$ cat config.mk
export PLATFORM = sky130hd
export DESIGN_NAME = gtech_rr_arb3
export DESIGN_NICKNAME = d
export VERILOG_FILES = /design/src/rtl/gtech_arb_pkg.sv /design/src/rtl/gtech_nor3.sv /design/src/rtl/rr_pick3.sv /design/src/rtl/gtech_rr_arb3.sv
export SDC_FILE = /design/constraint.sdc
export NUM_CORES = 1
export LEC_CHECK = 0
export CAP_MARGIN = 20
export CORE_MARGIN = 1.5
export CORE_UTILIZATION = 55
export CTS_BUF_LIST = sky130_fd_sc_hd__clkbuf_16
export DETAILED_ROUTE_END_ITERATION = 8
export PLACE_DENSITY = 0.88
export SYNTH_ARGS = -nofsm -noshare
export SYNTH_HDL_FRONTEND = slang
export SYNTH_SLANG_ARGS = --single-unit
export TNS_END_PERCENT = 50
$ cat constraint.sdc
create_clock -name CLK -period 6.2 [get_ports CLK]
set_clock_uncertainty 0.05 [all_clocks]
set_input_delay 1.86 -clock CLK [delete_from_list [all_inputs] [get_ports CLK]]
set_output_delay 1.86 -clock CLK [all_outputs]
set_load 0.005 [all_outputs]
$ cat src/rtl/gtech_arb_pkg.sv
// Shared types and helpers for the three-way
// round-robin arbiter.
package gtech_arb_pkg;

  typedef enum logic [1:0] {
    S_IDLE = 2'b00,
    S_GNT  = 2'b01,
    S_REL  = 2'b10
  } state_t;

  localparam logic [1:0] OWNER_NONE = 2'b11;

  function automatic logic [2:0] idx_to_onehot3(
    input logic [1:0] idx
  );
    logic [2:0] oh;
    unique case (idx)
      2'd0:    oh = 3'b001;
      2'd1:    oh = 3'b010;
      2'd2:    oh = 3'b100;
      default: oh = 3'b000;
    endcase
    return oh;
  endfunction

endpackage

$ cat src/rtl/gtech_nor3.sv
// Behavioural stand-in for the GTECH 3-input
// NOR library cell.
module GTECH_NOR3 (
  input  logic A,
  input  logic B,
  input  logic C,
  output logic Z
);

  assign Z = ~(A | B | C);

endmodule

$ cat src/rtl/rr_pick3.sv
// Combinational round-robin picker: first
// requester after LAST in cyclic order wins.
module rr_pick3 (
  input  logic [2:0] REQ,
  input  logic [1:0] LAST,
  output logic [1:0] PICK,
  output logic       PICK_VLD
);

  logic [2:0] rot;
  logic [1:0] first;
  logic [1:0] off;
  logic [2:0] sum;

  // rotate so rot[0] is the highest-priority slot
  always_comb begin
    rot   = REQ;
    first = 2'd0;
    unique case (LAST)
      2'd0: begin
        rot   = {REQ[0], REQ[2], REQ[1]};
        first = 2'd1;
      end
      2'd1: begin
        rot   = {REQ[1], REQ[0], REQ[2]};
        first = 2'd2;
      end
      default: begin
        rot   = REQ;
        first = 2'd0;
      end
    endcase
  end

  // offset of first set bit, mapped back mod 3
  always_comb begin
    if (rot[0])
      off = 2'd0;
    else if (rot[1])
      off = 2'd1;
    else
      off = 2'd2;
    sum = {1'b0, first} + {1'b0, off};
    if (sum >= 3'd3)
      PICK = 2'(sum - 3'd3);
    else
      PICK = sum[1:0];
  end

  assign PICK_VLD = |REQ;

endmodule

$ cat src/rtl/gtech_rr_arb3.sv
// Three-client round-robin arbiter with hold
// timeout and one dead cycle between grants.
module gtech_rr_arb3
  import gtech_arb_pkg::*;
#(
  parameter int HOLD_MAX = 15,
  parameter int CNT_W    = 4
) (
  input  logic       CLK,
  input  logic       RST,
  input  logic [2:0] REQ,
  output logic [2:0] GNT,
  output logic [1:0] OWNER,
  output logic       TIMEOUT,
  output logic       NOREQ
);

  localparam logic [CNT_W-1:0] HOLD_LAST =
    (HOLD_MAX == 0) ? '0 : CNT_W'(HOLD_MAX - 1);

  state_t           state_q, state_d;
  logic [2:0]       gnt_q, gnt_d;
  logic [1:0]       owner_q, owner_d;
  logic [1:0]       last_q, last_d;
  logic [CNT_W-1:0] cnt_q, cnt_d;
  logic             to_q, to_d;

  logic [1:0] pick;
  logic       pick_vld;
  logic       own_req;
  logic       hit;

  GTECH_NOR3 u_nor (
    .A (REQ[0]),
    .B (REQ[1]),
    .C (REQ[2]),
    .Z (NOREQ)
  );

  rr_pick3 u_pick (
    .REQ      (REQ),
    .LAST     (last_q),
    .PICK     (pick),
    .PICK_VLD (pick_vld)
  );

  assign own_req = |(REQ & gnt_q);
  assign hit     = (HOLD_MAX != 0) &&
                   (cnt_q == HOLD_LAST);

  // state, grant and bookkeeping registers
  always_ff @(posedge CLK) begin
    if (RST) begin
      state_q <= S_IDLE;
      gnt_q   <= 3'b000;
      owner_q <= OWNER_NONE;
      last_q  <= 2'd2;
      cnt_q   <= '0;
      to_q    <= 1'b0;
    end else begin
      state_q <= state_d;
      gnt_q   <= gnt_d;
      owner_q <= owner_d;
      last_q  <= last_d;
      cnt_q   <= cnt_d;
      to_q    <= to_d;
    end
  end

  // next-state: grant, hold, release
  always_comb begin
    state_d = state_q;
    gnt_d   = gnt_q;
    owner_d = owner_q;
    last_d  = last_q;
    cnt_d   = cnt_q;
    to_d    = 1'b0;
    unique case (state_q)
      S_IDLE, S_REL: begin
        if (!NOREQ && pick_vld) begin
          gnt_d   = idx_to_onehot3(pick);
          owner_d = pick;
          cnt_d   = '0;
          state_d = S_GNT;
        end else begin
          gnt_d   = 3'b000;
          owner_d = OWNER_NONE;
          state_d = S_IDLE;
        end
      end
      S_GNT: begin
        if (!own_req || hit) begin
          gnt_d   = 3'b000;
          owner_d = OWNER_NONE;
          last_d  = owner_q;
          state_d = S_REL;
          to_d    = own_req;
        end else if (cnt_q != '1) begin
          cnt_d = cnt_q + 1'b1;
        end
      end
      default: begin
        gnt_d   = 3'b000;
        owner_d = OWNER_NONE;
        state_d = S_IDLE;
      end
    endcase
  end

  assign GNT     = gnt_q;
  assign OWNER   = owner_q;
  assign TIMEOUT = to_q;

endmodule

# Word level (Yosys, flattened, before mapping)
# Index checks and enable logic that the tools add are counted.
[op_classes] n_addsub=3 n_eq_ne=11 n_reduce_logical=13 n_bitwise=6 muxes=19 order_cmp=1
[ops] operator="$pmux W2 S2" n=4
[ops] operator="$mux W2" n=6
[ops] operator="$mux W4" n=3
[ops] operator="$pmux W3 S3" n=1
[ops] operator="$reduce_or A3 Y1" n=3
[ops] operator="$ne A2 B2 Y1 const B" n=4
[ops] operator="$pmux W4 S2" n=1
[ops] operator="$eq A2 B1 Y1 const B" n=3
[ops] operator="$logic_not A2 Y1" n=3
[ops] operator="$mux W3" n=2
[ops] operator="$pmux W3 S2" n=1
[ops] operator="$add A4 B1 Y4 const B" n=1
[ops] operator="$eq A2 B2 Y1 const B" n=2
[ops] operator="$eq A4 B4 Y1 const B" n=1
[ops] operator="$ne A4 B4 Y1 const B" n=1
[ops] operator="$reduce_and A4 Y1" n=1
[ops] operator="$add A2 B2 Y3" n=1
[ops] operator="$and A3 B3 Y3" n=1
[ops] operator="$ge A3 B2 Y1 const B" n=1
[ops] operator="$not A1 Y1" n=3
[ops] operator="$or A1 B1 Y1" n=2
[ops] operator="$reduce_and A2 Y1" n=1
[ops] operator="$reduce_bool A2 Y1" n=1
[ops] operator="$reduce_or A2 Y1" n=1
[ops] operator="5 further kinds" n=5
[totals] input_bits=5 elab_cells=59 ff_bits=14

# Logic depth before layout (Yosys ltp)
# Gate-level depths: netlist of run 1.
[logic_depth] depth_word=11 depth_mapped=13 depth_no_buf=13

# Modules after synthesis
# Synthesis of run 1 repeated with hierarchy kept, for this count alone.
[unflattened] hier_cells=87 hier_area_um2=772.0
[modules_own_cells] module="gtech_rr_arb3" n_inst=1 area_each_um2=606.8 seq_area_each_um2=280.3 cells_each=66
[modules_own_cells] module="rr_pick3" n_inst=1 area_each_um2=155.1 seq_area_each_um2=0.0 cells_each=20
[modules_own_cells] module="GTECH_NOR3" n_inst=1 area_each_um2=10.0 seq_area_each_um2=0.0 cells_each=1

# Worst setup path before layout of run 1
# No wires, ideal clock.
[synth_path] path_type="input port to output port" startpoint="in REQ[1]" endpoint="out NOREQ" n_path_buf=0 setup_slack_ps=2107 stages=1 t_arrival_ps=2183 path_cell_list="nor3_2"
[synth_between] elab_chain_len=3
[synth_rtl] item="from (decl)" line="gtech_rr_arb3.sv:11" source="input logic [2:0] REQ,"
[synth_rtl] item="$or A1 B1 Y1 (2 in a row)" line="gtech_nor3.sv:10" source="assign Z = ~(A | B | C);"
[synth_rtl] item="$not A1 Y1" line="gtech_nor3.sv:10"
[synth_rtl] item="to (decl)" line="gtech_rr_arb3.sv:15" source="output logic NOREQ"
# No other way between the ends.

# Final worst setup path of run 1
# Same ends and word-level chain as after synthesis.

==> results of run 1 <==
-- area by class of cell --
| cell class | instances | area, sq um |
|---|---|---|
| multi-input cells | 69 | 469 |
| fillers | 102 | 325 |
| flip-flops and latches | 14 | 280 |
| repair buffers | 11 | 110 |
| clock buffers | 3 | 75.1 |
| inverters | 5 | 18.8 |
| well taps | 15 | 18.8 |
| clock inverters | 1 | 3.75 |
-- cell usage after synthesis, types with 3 or more instances --
cell type,count
a21oi_1,3
and3_1,3
dfxtp_1,14
ha_1,4
inv_1,5
mux2i_1,3
nand2_1,5
nand2b_1,3
nor2_1,15
nor3_1,3
o22ai_1,3
-- kinds of logic (layout without fill, tap and decap cells) --
group	after synthesis	in the layout
fa+ha+maj	5	5
flops	14	14
compound gates	21	21
mux	3	3
simple gates	40	40
buf+inv	6	20
-- sequential cells by signal, indices dropped and copies added (netlist names) --
signal and flops:
last_q 2, TIMEOUT 1, GNT 3, state_q 2, OWNER 2, cnt_q 4
-- per-layer routing --
| layer | GRT usage [%] | part of all wire [%] | wire length, um |
|---|---|---|---|
| met1 | 31.1 | 41 | 753 |
| met2 | 45.6 | 52 | 959 |
| met3 | 6.67 | 6.0 | 111 |
| met4 | 12.5 | 1.8 | 34 |
| met5 | 0 | 0 | 0 |
-- worst paths after layout --
check,start,to,slack [ps],cells past startpoint
max,REQ[1],NOREQ,840,3
min,OWNER[1],last_q[1],490,2
max reg2reg,last_q[0],GNT[0],3330,13
min reg2reg,OWNER[1],last_q[1],490,2
-- through the flow --
step | total power [W] | std cells | instance area, sq um
5_1_grt | 0.000294 | 118 | 976
2_1_floorplan | 0.000139 | 89 | 772
6_report | 0.000282 | 118 | 976
3_5_place_dp | 0.000159 | 114 | 897
3_3_place_gp | 0.000157 | 114 | 897
4_1_cts | 0.000281 | 118 | 976
-- report_power, final --
group,switching (W),internal (W),total (W)
combinational,0.0000291,0.0000266,0.0000557
sequential,0.00000692,0.0000970,0.000104
clock,0.0000370,0.0000852,0.000122
total,0.0000730,0.000209,0.000282
-- critical path, cell delays in order --
cell and delay (ps):
clkdlybuf4s50_1 500, nor3_2 450, clkdlybuf4s50_1 630
==> impl_metrics.py, run 1 <==
metrics = {
    "sta": {
        "period_needed_ps": 5360,
        "worst_pin_slew_ps": 642,
        "slew_headroom_pct": 57.2,
        "period_share_pct": 86.4,
        "rsz0062_at_grt": "false",
        "finalSetupViolations": 0,
        "clock.fmax_mhz": 187,
        "drv_slew": 0,
        "hold_ws_ps": 485,
        "tns_ps": 0,
        "setup_ws_ps": 841,
        "hold_viol": 0,
    },
    "layout": {
        "synthToLayoutAreaGrowth_pct": 26.4,
        "final_cell_mix": "15 x nor2_1, 14 x dfxtp_1, 11 x clkdlybuf4s50_1",
        "diodes": 0,
        "final_nets": 114,
        "final_common_cell": "nor2_1",
        "drive_above_1_share_pct": 6.80,
        "utilization_pct": 75.0,
    },
    "logic_synthesis": {
        "syn_avg_cell_area_sq_um": 8.67,
        "ys_seq_elements": 14,
        "yosys.area_share.simple_pct": 26.6,
        "syn-cell-area_sq_um": 772,
        "ys.flop_type": "dfxtp_1",
        "synthTopCellsByArea": "dfxtp_1 36%, nor2_1 7.3%, ha_1 6.5%",
        "seq_area_frac_synth_pct": 36.3,
        "synth_top_family_by_area": "simple AND/OR/NAND/NOR gates",
        "yosys.area_share.xor_xnor_pct": 0,
        "synth_area_leader_cell": "dfxtp_1",
        "yosys_warnings": 0,
        "syn_nets": 99,
        "ys_types": 34,
        "synthMuxAreaShare_pct": 3.89,
        "synth_compound_area_share_pct": 21.2,
        "synth_cells": 89,
        "synth_fa_ha_area_share_pct": 9.08,
        "synth_enable_flop_cells": 0,
        "postSynth.asyncResetShare_pct": 0,
        "netlist.area_leader.share_pct": 36.3,
    },
    "place": {
        "pre_cts_ws_ps": 936,
        "place.gp.congestion": 0.823,
        "port_buffers": 11,
        "dp_hpwl_mm": 1.24,
    },
    "floorplan": {
        "initial_utilization_pct": 59.3,
        "top_level_ports": 12,
        "design.die.area_sq_um": 1640,
        "coreArea_sq_um": 1300,
        "die_h_um": 40.5,
        "rows": 13,
        "die_w_um": 40.5,
    },
    "clock_tree": {
        "cts_inserted_buffers": 3,
        "cts_root_buffer": "clkbuf_16",
        "clk_latency_ps": 240,
        "post_cts_buffers": 0,
        "ctsLongestPathBuffers": 2,
        "clk_pin_slew_worst_paths_ps": 40,
        "ctsResizeCount": 0,
        "cts_tree": "done",
        "clock_sinks": 14,
        "cts_hold_buffers": 0,
        "htreeDepth": 1,
    },
    "global_route": {
        "grt_usage_pct": 26.9,
        "antenna_found_initial": 0,
        "grt_pass1_vias": 628,
        "grt_overflow_total": 0,
        "grt_max_degree": 14,
        "grt_pass1_wl_mm": 2.79,
    },
    "setup_path": {
        "crit_path_start_kind": "primary input",
        "critPathKind": "primary input to output pin",
        "worstPathArrival_ps": 3450,
        "cp-end-kind": "output pin",
        "critical_path_required_ps": 4290,
        "critPathMaxFanout": 6,
    },
    "detailed_routing": {
        "drc": 0,
        "via_per_inst": 6.21,
        "drt-total-wl_mm": 1.86,
        "drtAntennaViolNets": 0,
        "drt-initial-drc-count": 32,
        "wl_per_cell_um": 15.7,
        "dr.pass1.iters": 4,
        "vias": 733,
    },
    "hold_path": {
        "min_path_type": "register to register",
    },
    "power": {
        "peakVddDrop_v": 0.000224,
        "powerDensity_nw_per_um2": 289,
        "p_leak_nw": 0.418,
    },
    "outcome": {
        "status": "complete, no violations",
    },
    "flow_run": {
        "cap_viol_max_count": 0,
    },
}
Power figures use the tool's default switching activity.
==> run 2: changes to the inputs <==
CTS_BUF_LIST = sky130_fd_sc_hd__clkbuf_8 sky130_fd_sc_hd__clkbuf_16   (was sky130_fd_sc_hd__clkbuf_16)
==> run 2 against run 1 <==
Routed wire length fell by 5.8%. Core utilization fell by 1.8 points. Critical path depth did not move. Sequential share of layout area rose by 0.72 points. Design area fell by 2.4%. Clock power fell by 27%. First-iteration DRC count fell by 22%. Worst setup slack improved by 43 ps. Final cell count did not move. Largest cell class unchanged.
==> impl_metrics.py, run 2 (same netlist as run 1, synthesis figures left out) <==
metrics = {
    "layout": {
        "synthToLayoutAreaGrowth_pct": 23.3,
        "drive_above_1_share_pct": 7.77,
        "largest_register_ffs": 4,
        "diodes": 0,
        "largest_register": "cnt_q",
        "utilization_pct": 73.2,
        "fill_cells": 105,
        "final_common_cell": "nor2_1",
        "final_cell_mix": "15 x nor2_1, 14 x dfxtp_1, 11 x clkdlybuf4s50_1",
        "final_nets": 114,
    },
    "setup_path": {
        "worstPathArrival_ps": 3410,
        "cp-end-kind": "output pin",
        "critPathKind": "primary input to output pin",
        "rr_startpoint": "last_q[0]",
        "crit_start": "REQ[1]",
        "crit_path_start_kind": "primary input",
        "critPathMaxFanout": 6,
        "critical_path_required_ps": 4290,
    },
    "clock_tree": {
        "cts_root_buffer": "clkbuf_8",
        "ctsResizeCount": 0,
        "post_cts_buffers": 0,
        "clk_pin_slew_worst_paths_ps": 60,
        "cts_inserted_buffers": 3,
        "ctsLongestPathBuffers": 2,
        "htreeDepth": 1,
        "clock_sinks": 14,
        "cts_tree": "done",
        "cts_hold_buffers": 0,
        "clk_latency_ps": 250,
    },
    "floorplan": {
        "top_level_ports": 12,
        "die_w_um": 40.5,
        "design.die.area_sq_um": 1640,
        "initial_utilization_pct": 59.3,
        "coreArea_sq_um": 1300,
        "die_h_um": 40.5,
        "rows": 13,
    },
    "power": {
        "peakVddDrop_v": 0.000200,
        "p_sw_w": 0.0000685,
        "p_leak_nw": 0.408,
        "total_power_w": 0.000248,
        "powerDensity_nw_per_um2": 261,
        "clkPwrFrac_pct": 36.1,
        "p_seq_share_pct": 41.6,
        "p_int_w": 0.000180,
        "combPwrFrac_pct": 22.3,
        "swShare_pct": 27.6,
    },
    "detailed_routing": {
        "drt-initial-drc-count": 25,
        "route.met2.wl_um": 892,
        "via_per_inst": 6.17,
        "vias": 728,
        "dr.pass1.iters": 4,
        "m1WireLength_um": 740,
        "drc": 0,
        "top_layer": "met4",
        "drt-total-wl_mm": 1.75,
        "wl_per_cell_um": 14.8,
        "wl_met3_um": 90,
        "drtAntennaViolNets": 0,
    },
    "place": {
        "port_buffers": 11,
        "place.gp.congestion": 0.823,
        "dp_hpwl_mm": 1.24,
    },
    "sta": {
        "period_share_pct": 85.8,
        "worst_pin_slew_ps": 634,
        "finalSetupViolations": 0,
        "clock.fmax_mhz": 188,
        "hold_viol": 0,
        "hold_ws_ps": 455,
        "tns_ps": 0,
        "rsz0062_at_grt": "false",
        "period_needed_ps": 5320,
        "drv_slew": 0,
        "slew_headroom_pct": 57.4,
    },
    "global_route": {
        "grt_max_degree": 14,
        "grt_pass1_wl_mm": 2.73,
        "grt_pass1_vias": 614,
        "grt_usage_pct": 26.3,
        "grt_overflow_total": 0,
        "antenna_found_initial": 0,
    },
    "hold_path": {
        "min_path_type": "register to register",
        "hp-start": "OWNER[1]",
    },
    "outcome": {
        "status": "complete, no violations",
    },
    "flow_run": {
        "cap_viol_max_count": 0,
    },
}
==> run 2: cell types whose count changed in the layout (fill, tap and decap cells not counted) <==
cell	before	now
clkbuf_8	0	4
clkinv_1	1	0
clkbuf_16	3	0
==> run 2: final timing paths <==
path                    end  slack [ps]  cells after the start
setup / recovery      NOREQ         880                      3
hold / removal    last_q[1]         460                      2
setup reg to reg     GNT[0]        3320                     13
hold reg to reg   last_q[1]         460                      2
==> run 2: area by class of cell <==
| type | count | area (sq um) | area share (%) |
|---|---|---|---|
| Clock buffer | 4 | 55.1 | 5.78 |
| Multi-Input combinational cell | 69 | 469 | 49.3 |
| Tap cell | 15 | 18.8 | 1.97 |
| Sequential cell | 14 | 280 | 29.4 |
| Timing Repair Buffer | 11 | 110 | 11.6 |
| Inverter | 5 | 18.8 | 1.97 |
==> run 2: power by group through the flow <==
stage	registers, W	logic (W)	clock network, W
detailed placement	0.000105	0.0000543	0
finish	0.000103	0.0000553	0.0000895
floorplan	0.000104	0.0000349	0
global route	0.000104	0.0000614	0.0000950
CTS	0.000103	0.0000551	0.0000906
global placement	0.000105	0.0000524	0
==> run 2: through the flow <==
| stage | instances | area, sq um | worst slack (ps) |
|---|---|---|---|
| 6_report | 118 | 952 | 883 |
| 5_1_grt | 118 | 952 | 814 |
| 4_1_cts | 118 | 952 | 891 |
| 3_5_place_dp | 114 | 897 | 936 |
| 3_3_place_gp | 114 | 897 | 958 |
| 2_1_floorplan | 89 | 772 | 2110 |
==> run 2: routing by layer <==
layer  track usage [%]  up-vias
li1                  -      355
met1              30.6      343
met2              44.4       25
met3              8.33        5
met4              10.0        0
met5                 0        -
==> run 2: critical path: stages <==
cell and delay, ps:
clkdlybuf4s50_1 500, nor3_2 450, clkdlybuf4s50_1 600
==> run 3: changes to the inputs <==
PLACE_DENSITY = 0.84   (was 0.88)
==> run 3 against run 2 <==
Sequential power about the same. First-iteration DRC count fell by 4.0%. Critical path depth is the same. Register-to-register slack better by 50 ps. Die area unchanged. Design area stayed put. Routed wire length down 11%. Critical path type unchanged. Largest cell class unchanged. Largest power group unchanged.
==> impl_metrics.py, run 3 (same netlist as run 1, synthesis figures left out) <==
metrics = {
    "setup_path": {
        "worstPathArrival_ps": 3380,
        "critPathMaxFanout": 6,
        "critPathKind": "primary input to output pin",
        "critical_path_required_ps": 4290,
        "cp-end-kind": "output pin",
        "crit_path_start_kind": "primary input",
    },
    "detailed_routing": {
        "wl_per_cell_um": 13.2,
        "dr.pass1.iters": 4,
        "drt-initial-drc-count": 24,
        "drt-total-wl_mm": 1.56,
        "drc": 0,
        "drtAntennaViolNets": 0,
        "vias": 691,
        "via_per_inst": 5.86,
    },
    "global_route": {
        "grt_pass1_wl_mm": 2.39,
        "grt_overflow_total": 0,
        "antenna_found_initial": 0,
        "grt_max_degree": 14,
        "grt_pass1_vias": 591,
        "grt_usage_pct": 22.6,
    },
    "power": {
        "combPwrFrac_pct": 21.8,
        "swShare_pct": 27.3,
        "clkPwrFrac_pct": 36.6,
        "p_sw_w": 0.0000675,
        "p_int_w": 0.000180,
        "p_seq_share_pct": 41.7,
        "powerDensity_nw_per_um2": 260,
        "p_leak_nw": 0.408,
        "peakVddDrop_v": 0.000176,
    },
    "sta": {
        "period_needed_ps": 5290,
        "hold_viol": 0,
        "period_share_pct": 85.4,
        "tns_ps": 0,
        "clock.fmax_mhz": 189,
        "rsz0062_at_grt": "false",
        "worst_pin_slew_ps": 580,
        "slew_headroom_pct": 61.3,
        "drv_slew": 0,
        "finalSetupViolations": 0,
    },
    "place": {
        "place.gp.congestion": 0.864,
        "placed_area_sq_um": 897,
        "numPlacedInstances": 114,
        "port_buffers": 11,
        "dp_hpwl_mm": 1.18,
    },
    "layout": {
        "diodes": 0,
        "final_common_cell": "nor2_1",
        "drive_above_1_share_pct": 7.77,
        "final_cell_mix": "15 x nor2_1, 14 x dfxtp_1, 11 x clkdlybuf4s50_1",
        "stdcell_area_sq_um": 952,
        "fill_cells": 109,
        "largest_register_ffs": 4,
        "synthToLayoutAreaGrowth_pct": 23.3,
        "largest_register": "cnt_q",
        "final_nets": 114,
        "instances_no_fill": 118,
    },
    "clock_tree": {
        "ctsLongestPathBuffers": 2,
        "ctsResizeCount": 0,
        "clk_pin_slew_worst_paths_ps": 60,
        "post_cts_buffers": 0,
        "htreeDepth": 1,
        "cts_root_buffer": "clkbuf_8",
        "cts_inserted_buffers": 3,
        "cts_hold_buffers": 0,
        "clk_latency_ps": 250,
        "clock_sinks": 14,
        "cts_tree": "done",
    },
    "hold_path": {
        "min_path_type": "register to register",
    },
    "floorplan": {
        "rows": 13,
        "die_h_um": 40.5,
        "top_level_ports": 12,
        "die_w_um": 40.5,
        "coreArea_sq_um": 1300,
        "initial_utilization_pct": 59.3,
        "design.die.area_sq_um": 1640,
    },
    "flow_run": {
        "cap_viol_max_count": 0,
    },
    "outcome": {
        "status": "complete, no violations",
    },
}
[run 3: cell counts in the layout (fill, tap and decap cells not counted)]
Identical to the previous run, type by type.
[run 3: metal layers]
metal | vias up | routed length [um] | GRT usage [%]
met5 | - | 0 | 0
met4 | 0 | 37 | 12.5
met3 | 5 | 66 | 6.67
met2 | 13 | 730 | 36.1
met1 | 318 | 725 | 26.7
li1 | 355 | - | -
[run 3: worst max-delay path, cell delays in order]
cell and delay [ps]:
clkdlybuf4s50_1 500, nor3_2 440, clkdlybuf4s50_1 590
[run 3: layout make-up]
class | instances | area [sq um] | share of cell area [%]
tap | 15 | 18.8 | 1.97
timing repair buffer | 11 | 110 | 11.6
multi-input combinational | 69 | 469 | 49.3
sequential | 14 | 280 | 29.4
inverter | 5 | 18.8 | 1.97
clock buffer | 4 | 55.1 | 5.78
[run 3: stage by stage]
step / total power, W / utilization [%] / setup slack, ps / hold WS (ps)
2_1_floorplan: 0.000139 / - / 2110 / 421
3_3_place_gp: 0.000157 / 68.9 / 959 / 438
3_5_place_dp: 0.000158 / 68.9 / 936 / 453
4_1_cts: 0.000247 / 73.2 / 917 / 460
5_1_grt: 0.000257 / 73.2 / 850 / 497
6_report: 0.000247 / 73.2 / 906 / 453
[run 3: path summary, 6_finish.rpt]
kind              cells after the start  startpoint  slack [ps]  endpoint
setup / recovery                      3      REQ[1]         910     NOREQ
hold / removal                        2    OWNER[1]         450  OWNER[1]
setup reg to reg                     13   last_q[0]        3370    GNT[0]
hold reg to reg                       2    OWNER[1]         450  OWNER[1]
[run 3: power by group through the flow]
stage                      Clock, W  Combinational (W)  Sequential, W
after CTS                 0.0000902          0.0000540       0.000103
after global placement            0          0.0000523       0.000105
final                     0.0000904          0.0000538       0.000103
after global routing      0.0000934          0.0000601       0.000104
after floorplan                   0          0.0000349       0.000104
after detailed placement          0          0.0000534       0.000105
